[src/rtl/cpu_pkg.sv]
// Shared CPU definitions for the fetch/decode boundary: the word type,
// the bubble instruction, the default reset PC and the IF/ID update kinds.
package cpu_pkg;

  typedef logic [31:0] word_t;

  // MIPS "sll $0,$0,0", inserted as a bubble on flush or reset.
  localparam word_t NOP_INSN         = 32'h0000_0000;
  localparam word_t DEFAULT_RESET_PC = 32'h0000_0000;

  // What the PC and IF/ID register do on a non-reset edge.
  typedef enum logic [1:0] {
    UPD_NORMAL = 2'd0,
    UPD_STALL  = 2'd1,
    UPD_FLUSH  = 2'd2
  } upd_e;

  // Fetch PCs are always word-aligned; the low two bits are dropped.
  function automatic word_t align_pc(input word_t addr);
    return {addr[31:2], 2'b00};
  endfunction

endpackage

[src/rtl/if_id_register_if.sv]
// Fetch/decode signal bundle around the IF/ID boundary register.
// slave  : the boundary register itself.
// master : the surrounding fetch stage, hazard unit and decode stage.
interface if_id_register_if;
  import cpu_pkg::*;

  word_t if_nextPc;
  word_t if_pc_4;
  word_t if_instruction;
  logic  stall;
  logic  flush;

  word_t pc;
  word_t id_pc_4;
  word_t id_instruction;
  logic  id_valid;
  word_t stallCycles;
  word_t flushCount;
  logic  pcMisaligned;

  modport slave (
    input  if_nextPc, if_pc_4, if_instruction, stall, flush,
    output pc, id_pc_4, id_instruction, id_valid,
           stallCycles, flushCount, pcMisaligned
  );

  modport master (
    output if_nextPc, if_pc_4, if_instruction, stall, flush,
    input  pc, id_pc_4, id_instruction, id_valid,
           stallCycles, flushCount, pcMisaligned
  );

endinterface

[src/rtl/sat_counter.sv]
// Event counter that saturates at all-ones and holds there until reset.
module sat_counter #(
  parameter int WIDTH = 32
) (
  input  logic             clk,
  input  logic             rst,
  input  logic             inc,
  output logic [WIDTH-1:0] count
);

  logic [WIDTH-1:0] count_q;

  // Count one per enabled cycle, never wrapping past the maximum value.
  always_ff @(posedge clk) begin
    // NOTE: clocked state uses non-blocking assignments so every register
    // samples the pre-edge values, independent of block ordering.
    if (rst) begin
      count_q <= '0;
    end else if (inc && (count_q != {WIDTH{1'b1}})) begin
      count_q <= count_q + 1'b1;
    end
  end

  assign count = count_q;

endmodule

[src/rtl/if_id_register.sv]
// IF/ID pipeline boundary: owns the architectural fetch PC and the
// instruction/pc+4 handed to decode. Priority per edge is
// reset > stall > flush > normal. Stall and flush events are counted,
// and a sticky flag records any misaligned next-PC that was loaded.
module if_id_register
  import cpu_pkg::*;
#(
  parameter word_t RESET_PC = DEFAULT_RESET_PC,
  parameter word_t NOP_INSN = cpu_pkg::NOP_INSN
) (
  input logic               clk,
  input logic               rst,
  if_id_register_if.slave   bus
);

  upd_e  upd;

  word_t pc_q,        pc_d;
  word_t id_pc_4_q,   id_pc_4_d;
  word_t id_insn_q,   id_insn_d;
  logic  id_valid_q,  id_valid_d;
  logic  misalign_q,  misalign_d;

  // Resolve stall-over-flush priority once; a flush during a stall is dropped.
  always_comb begin
    if (bus.stall) begin
      upd = UPD_STALL;
    end else if (bus.flush) begin
      upd = UPD_FLUSH;
    end else begin
      upd = UPD_NORMAL;
    end
  end

  // Next-state for the PC, IF/ID contents and the sticky misalignment flag.
  always_comb begin
    // NOTE: every output of this block gets a hold value first, so no path
    // leaves a signal unassigned and no latch is inferred.
    pc_d       = pc_q;
    id_pc_4_d  = id_pc_4_q;
    id_insn_d  = id_insn_q;
    id_valid_d = id_valid_q;
    misalign_d = misalign_q;

    unique case (upd)
      UPD_STALL: begin
        // Everything holds; only the stall counter moves.
      end
      UPD_FLUSH: begin
        pc_d       = align_pc(bus.if_nextPc);
        id_insn_d  = NOP_INSN;
        id_pc_4_d  = bus.if_pc_4;
        id_valid_d = 1'b0;
        misalign_d = misalign_q | (bus.if_nextPc[1:0] != 2'b00);
      end
      default: begin
        pc_d       = align_pc(bus.if_nextPc);
        id_insn_d  = bus.if_instruction;
        id_pc_4_d  = bus.if_pc_4;
        id_valid_d = 1'b1;
        misalign_d = misalign_q | (bus.if_nextPc[1:0] != 2'b00);
      end
    endcase
  end

  // PC, IF/ID register and debug flag with synchronous reset.
  always_ff @(posedge clk) begin
    if (rst) begin
      pc_q       <= RESET_PC;
      id_pc_4_q  <= '0;
      id_insn_q  <= NOP_INSN;
      id_valid_q <= 1'b0;
      misalign_q <= 1'b0;
    end else begin
      pc_q       <= pc_d;
      id_pc_4_q  <= id_pc_4_d;
      id_insn_q  <= id_insn_d;
      id_valid_q <= id_valid_d;
      misalign_q <= misalign_d;
    end
  end

  logic stall_inc;
  logic flush_inc;

  // Only applied events count: a flush shadowed by a stall is not a flush.
  assign stall_inc = (upd == UPD_STALL);
  assign flush_inc = (upd == UPD_FLUSH);

  sat_counter #(.WIDTH(32)) u_stall_cnt (
    .clk   (clk),
    .rst   (rst),
    .inc   (stall_inc),
    .count (bus.stallCycles)
  );

  sat_counter #(.WIDTH(32)) u_flush_cnt (
    .clk   (clk),
    .rst   (rst),
    .inc   (flush_inc),
    .count (bus.flushCount)
  );

  assign bus.pc             = pc_q;
  assign bus.id_pc_4        = id_pc_4_q;
  assign bus.id_instruction = id_insn_q;
  assign bus.id_valid       = id_valid_q;
  assign bus.pcMisaligned   = misalign_q;

endmodule

[src/flat_wrapper.sv]
// flat-port wrapper written by rule: the top's interface ports become plain ports
module if_id_register_flat import cpu_pkg::*;
#(
  parameter word_t RESET_PC = DEFAULT_RESET_PC,
  parameter word_t NOP_INSN = cpu_pkg::NOP_INSN
)
  (clk, rst, bus_if_nextPc, bus_if_pc_4, bus_if_instruction, bus_stall, bus_flush, bus_pc, bus_id_pc_4, bus_id_instruction, bus_id_valid, bus_stallCycles, bus_flushCount, bus_pcMisaligned);
  if_id_register_if bus_i ();
  input logic clk;
  input logic rst;
  input wire logic [$bits(bus_i.if_nextPc)-1:0] bus_if_nextPc;
  input wire logic [$bits(bus_i.if_pc_4)-1:0] bus_if_pc_4;
  input wire logic [$bits(bus_i.if_instruction)-1:0] bus_if_instruction;
  input wire logic [$bits(bus_i.stall)-1:0] bus_stall;
  input wire logic [$bits(bus_i.flush)-1:0] bus_flush;
  output wire logic [$bits(bus_i.pc)-1:0] bus_pc;
  output wire logic [$bits(bus_i.id_pc_4)-1:0] bus_id_pc_4;
  output wire logic [$bits(bus_i.id_instruction)-1:0] bus_id_instruction;
  output wire logic [$bits(bus_i.id_valid)-1:0] bus_id_valid;
  output wire logic [$bits(bus_i.stallCycles)-1:0] bus_stallCycles;
  output wire logic [$bits(bus_i.flushCount)-1:0] bus_flushCount;
  output wire logic [$bits(bus_i.pcMisaligned)-1:0] bus_pcMisaligned;
  assign bus_i.if_nextPc = bus_if_nextPc;
  assign bus_i.if_pc_4 = bus_if_pc_4;
  assign bus_i.if_instruction = bus_if_instruction;
  assign bus_i.stall = bus_stall;
  assign bus_i.flush = bus_flush;
  assign bus_pc = bus_i.pc;
  assign bus_id_pc_4 = bus_i.id_pc_4;
  assign bus_id_instruction = bus_i.id_instruction;
  assign bus_id_valid = bus_i.id_valid;
  assign bus_stallCycles = bus_i.stallCycles;
  assign bus_flushCount = bus_i.flushCount;
  assign bus_pcMisaligned = bus_i.pcMisaligned;
  if_id_register #(.RESET_PC(RESET_PC), .NOP_INSN(NOP_INSN)) u_core (.clk(clk), .rst(rst), .bus(bus_i));
endmodule
[config.mk]
export PLATFORM = sky130hd
export DESIGN_NAME = if_id_register_flat
export DESIGN_NICKNAME = d
export VERILOG_FILES = /design/src/rtl/cpu_pkg.sv /design/src/rtl/if_id_register_if.sv /design/src/rtl/sat_counter.sv /design/src/rtl/if_id_register.sv /design/src/flat_wrapper.sv
export SDC_FILE = /design/constraint.sdc
export NUM_CORES = 1
export LEC_CHECK = 0
export CAP_MARGIN = 20
export CELL_PAD_IN_SITES_DETAIL_PLACEMENT = 0
export CELL_PAD_IN_SITES_GLOBAL_PLACEMENT = 1
export CORE_MARGIN = 1.5
export CORE_UTILIZATION = 32
export DETAILED_ROUTE_END_ITERATION = 8
export PLACE_DENSITY_LB_ADDON = 0.1
export SLEW_MARGIN = 10
export SYNTH_ARGS = -nofsm -noshare
export SYNTH_HDL_FRONTEND = slang
export SYNTH_SLANG_ARGS = --single-unit
[constraint.sdc]
create_clock -name clk -period 3.05 [get_ports clk]
set_clock_uncertainty 0.2 [all_clocks]
set_input_delay 0.61 -clock clk [delete_from_list [all_inputs] [get_ports clk]]
set_output_delay 0.61 -clock clk [all_outputs]
set_load 0.05 [all_outputs]
==> results.toml <==
[outcome]
status = "completed"

[yosys]
syn_inst = 716
async_reset_ff_share_pct = 0
seq_area_frac_synth_pct = 48.36
synth_edf_count = 0
ys_ff_latch = 160
yosys_most_used_dff = "dfxtp_1"
syn_area_mm2 = 0.006624
synth_cell_types = 48
yosys_warnings = 0
syn_area_per_cell_um2 = 9.251

[setup_path]
r2r_slack_ns = 0.49
end_kind = "output pin"
cp-start-kind = "flop"
crit_arrival_ns = 1.79
required_ns = 2.24
criticalPathCategory = "reg2out"
path_max_fanout = 6
r2r-start = "u_core.u_stall_cnt.count[15]$_SDFFE_PP0P_"
rr_endpoint = "u_core.u_stall_cnt.count[31]$_SDFFE_PP0P_"
rr_worst_depth = 5

[global_routing]
overflow = 0
grt_pass1_vias = 6042
grtUsageTotal_pct = 19.13
antenna_found_initial = 0
grt_pass1_wl_um = 32840
grt_max_degree = 66

[power]
power.density_mw_per_mm2 = 499.0
power_leakage_nw = 3.729
ir_drop_mv = 0.3598

[routing]
drc = 0
postRouteAntennaNets = 0
drt_wl_total_um = 20400
drt-initial-drc-count = 245
vias_per_cell = 4.858
wl_per_cell_um = 16.23
vias = 6107
drt_first_pass_iters = 4

[final_layout]
antennaDiodeCount = 0
drive_gt1_share_pct = 7.599
layout_commonest_cell = "clkdlybuf4s50_1"
most-common-layout-cells = "clkdlybuf4s50_1 (257), dfxtp_1 (160), nor2_1 (131)"
layout.nets = 1076
area_delta_synth_final_pct = 53.50

[min_path]
hold-path-endpoint = "u_core.bus.id_valid$_SDFFE_PP0P_"
hold_class = "reg2reg"
hold_path_depth = 2
hp-start = "u_core.bus.id_valid$_SDFFE_PP0P_"

[clocking]
cts_resized = 0
numCtsBuffers = 17
h-tree-depth = 4
post_cts_buffers = 0
clkLatencyLatePin_ns = 0.43
clock_path_buffers = 2
cts_tree = "yes"
ctsHoldBuffers = 0
cts-root-buf = "clkbuf_16"
cts.clk_slew.worst_paths_ns = 0.07
cts_sinks = 160

[timing]
setup-tns-final_ns = 0
rsz0062_at_grt = "no"
max_freq_ghz = 0.3853
period_needed_ns = 2.596
slew_headroom_pct = 38.95
worstMarginPinSlew_ns = 0.9158
hold_viol_final = 0
whs_ns = 0.2964
slew_viol_final = 0
setup_viol = 0
min_period_over_period_pct = 85.10

[die]
die_area_mm2 = 0.02157
initial_utilization_pct = 32.63
rows = 52
fp.dieW_um = 146.9
core_region_area_mm2 = 0.02030
die_h_um = 146.9
ioPinCount = 262

[job]
cap_violations = 0

[placement]
post-dp-hpwl_um = 14400
place.gp.congestion = 0.7479
io_buffers = 259
[synth_stat cells, drive strengths merged, types with 11 or more instances]
library cell    n  area share (%)
dfxtp         160              48
a22oi          32             3.6
o31ai          18             2.2
o21ai          18             1.4
buf            20             1.4
a21oi          36             2.7
or3            19             1.8
nor2b          11             1.0
nand2          27             1.5
nand4          19             2.0
nor2          132             7.5
nand3          24             1.9
mux2i          64             9.7
or4            19             2.2
clkbuf         23             1.3
[how the worst max path moves through the flow]
| stage | slack (ns) | to | from | cells after the start |
|---|---|---|---|---|
| 2_1_floorplan | 0.32 | u_core.u_stall_cnt.count[31]$_SDFFE_PP0P_ | u_core.u_stall_cnt.count[15]$_SDFFE_PP0P_ | 6 |
| 3_3_place_gp | 0.21 | u_core.u_flush_cnt.count[25]$_SDFFE_PP0P_ | bus_flush | 6 |
| 3_5_place_dp | 0.19 | u_core.u_flush_cnt.count[25]$_SDFFE_PP0P_ | bus_flush | 6 |
| 4_1_cts | 0.43 | bus_flushCount[2] | u_core.u_flush_cnt.count[2]$_SDFFE_PP0P_ | 1 |
| 5_1_grt | 0.32 | u_core.u_stall_cnt.count[31]$_SDFFE_PP0P_ | u_core.u_stall_cnt.count[15]$_SDFFE_PP0P_ | 5 |
| 6_report | 0.45 | bus_stallCycles[13] | u_core.u_stall_cnt.count[13]$_SDFFE_PP0P_ | 2 |
[power by group]
group | internal, W | switching (W)
Combinational | 0.000304 | 0.000427
Sequential | 0.00216 | 0.0000394
Clock | 0.00118 | 0.000964
Total | 0.00364 | 0.00143
[kinds of logic after synthesis]
logic type               count (synthesis)  share of synthesized area [%]
flip-flops                             160                          48.36
AND/OR/NAND/NOR                        299                          23.22
multiplexers                            72                          11.03
XOR/XNOR                                14                          1.851
buffers and inverters                   46                          2.890
other                                    1                        0.05661
adder cells (fa/ha/maj)                  2                         0.3777
AO/OA/AOI/OAI                          122                          12.22
[critical path: stages (launching register included)]
cell and delay (ns):
dfxtp_1 0.39, buf_4 0.17, clkdlybuf4s50_1 0.80
[registers in the layout, indices dropped and copies added, names as in the netlist]
| signal | count |
|---|---|
| u_core.bus.pcMisaligned | 1 |
| u_core.u_stall_cnt.count | 32 |
| u_core.bus.id_instruction | 32 |
| u_core.u_flush_cnt.count | 32 |
| u_core.bus.id_pc_4 | 32 |
| u_core.bus.id_valid | 1 |
| u_core.bus.pc | 30 |
[cell type report]
class	instances	area (um^2)
multi-input combinational	511	3242
inverter	3	11.26
sequential	160	3203
fill	1955	10130
clock buffer	18	439.2
tap	270	337.8
clock inverter	14	143.9
timing repair buffer	281	2790
[metal layers]
metal / global-route usage (%) / wire, um
met1: 23.78 / 8986
met5: 0 / 0
met3: 8.913 / 2037
met2: 29.36 / 9131
met4: 5.909 / 242
[per-stage QoR]
| stage | instances | area (um^2) | utilization (%) | worst slack, ns | power, W |
|---|---|---|---|---|---|
| 6_report | 1257 | 10170 | 50.09 | 0.4543 | 0.005074 |
| 2_1_floorplan | 717 | 6628 | - | 0.3150 | 0.002660 |
| 3_5_place_dp | 1225 | 9584 | 47.21 | 0.1872 | 0.002981 |
| 4_1_cts | 1257 | 10170 | 50.09 | 0.4275 | 0.005143 |
| 5_1_grt | 1257 | 10170 | 50.09 | 0.3185 | 0.005278 |
| 3_3_place_gp | 1225 | 9584 | 47.21 | 0.2120 | 0.002982 |
No activity file was read; power rests on OpenSTA's default activity.
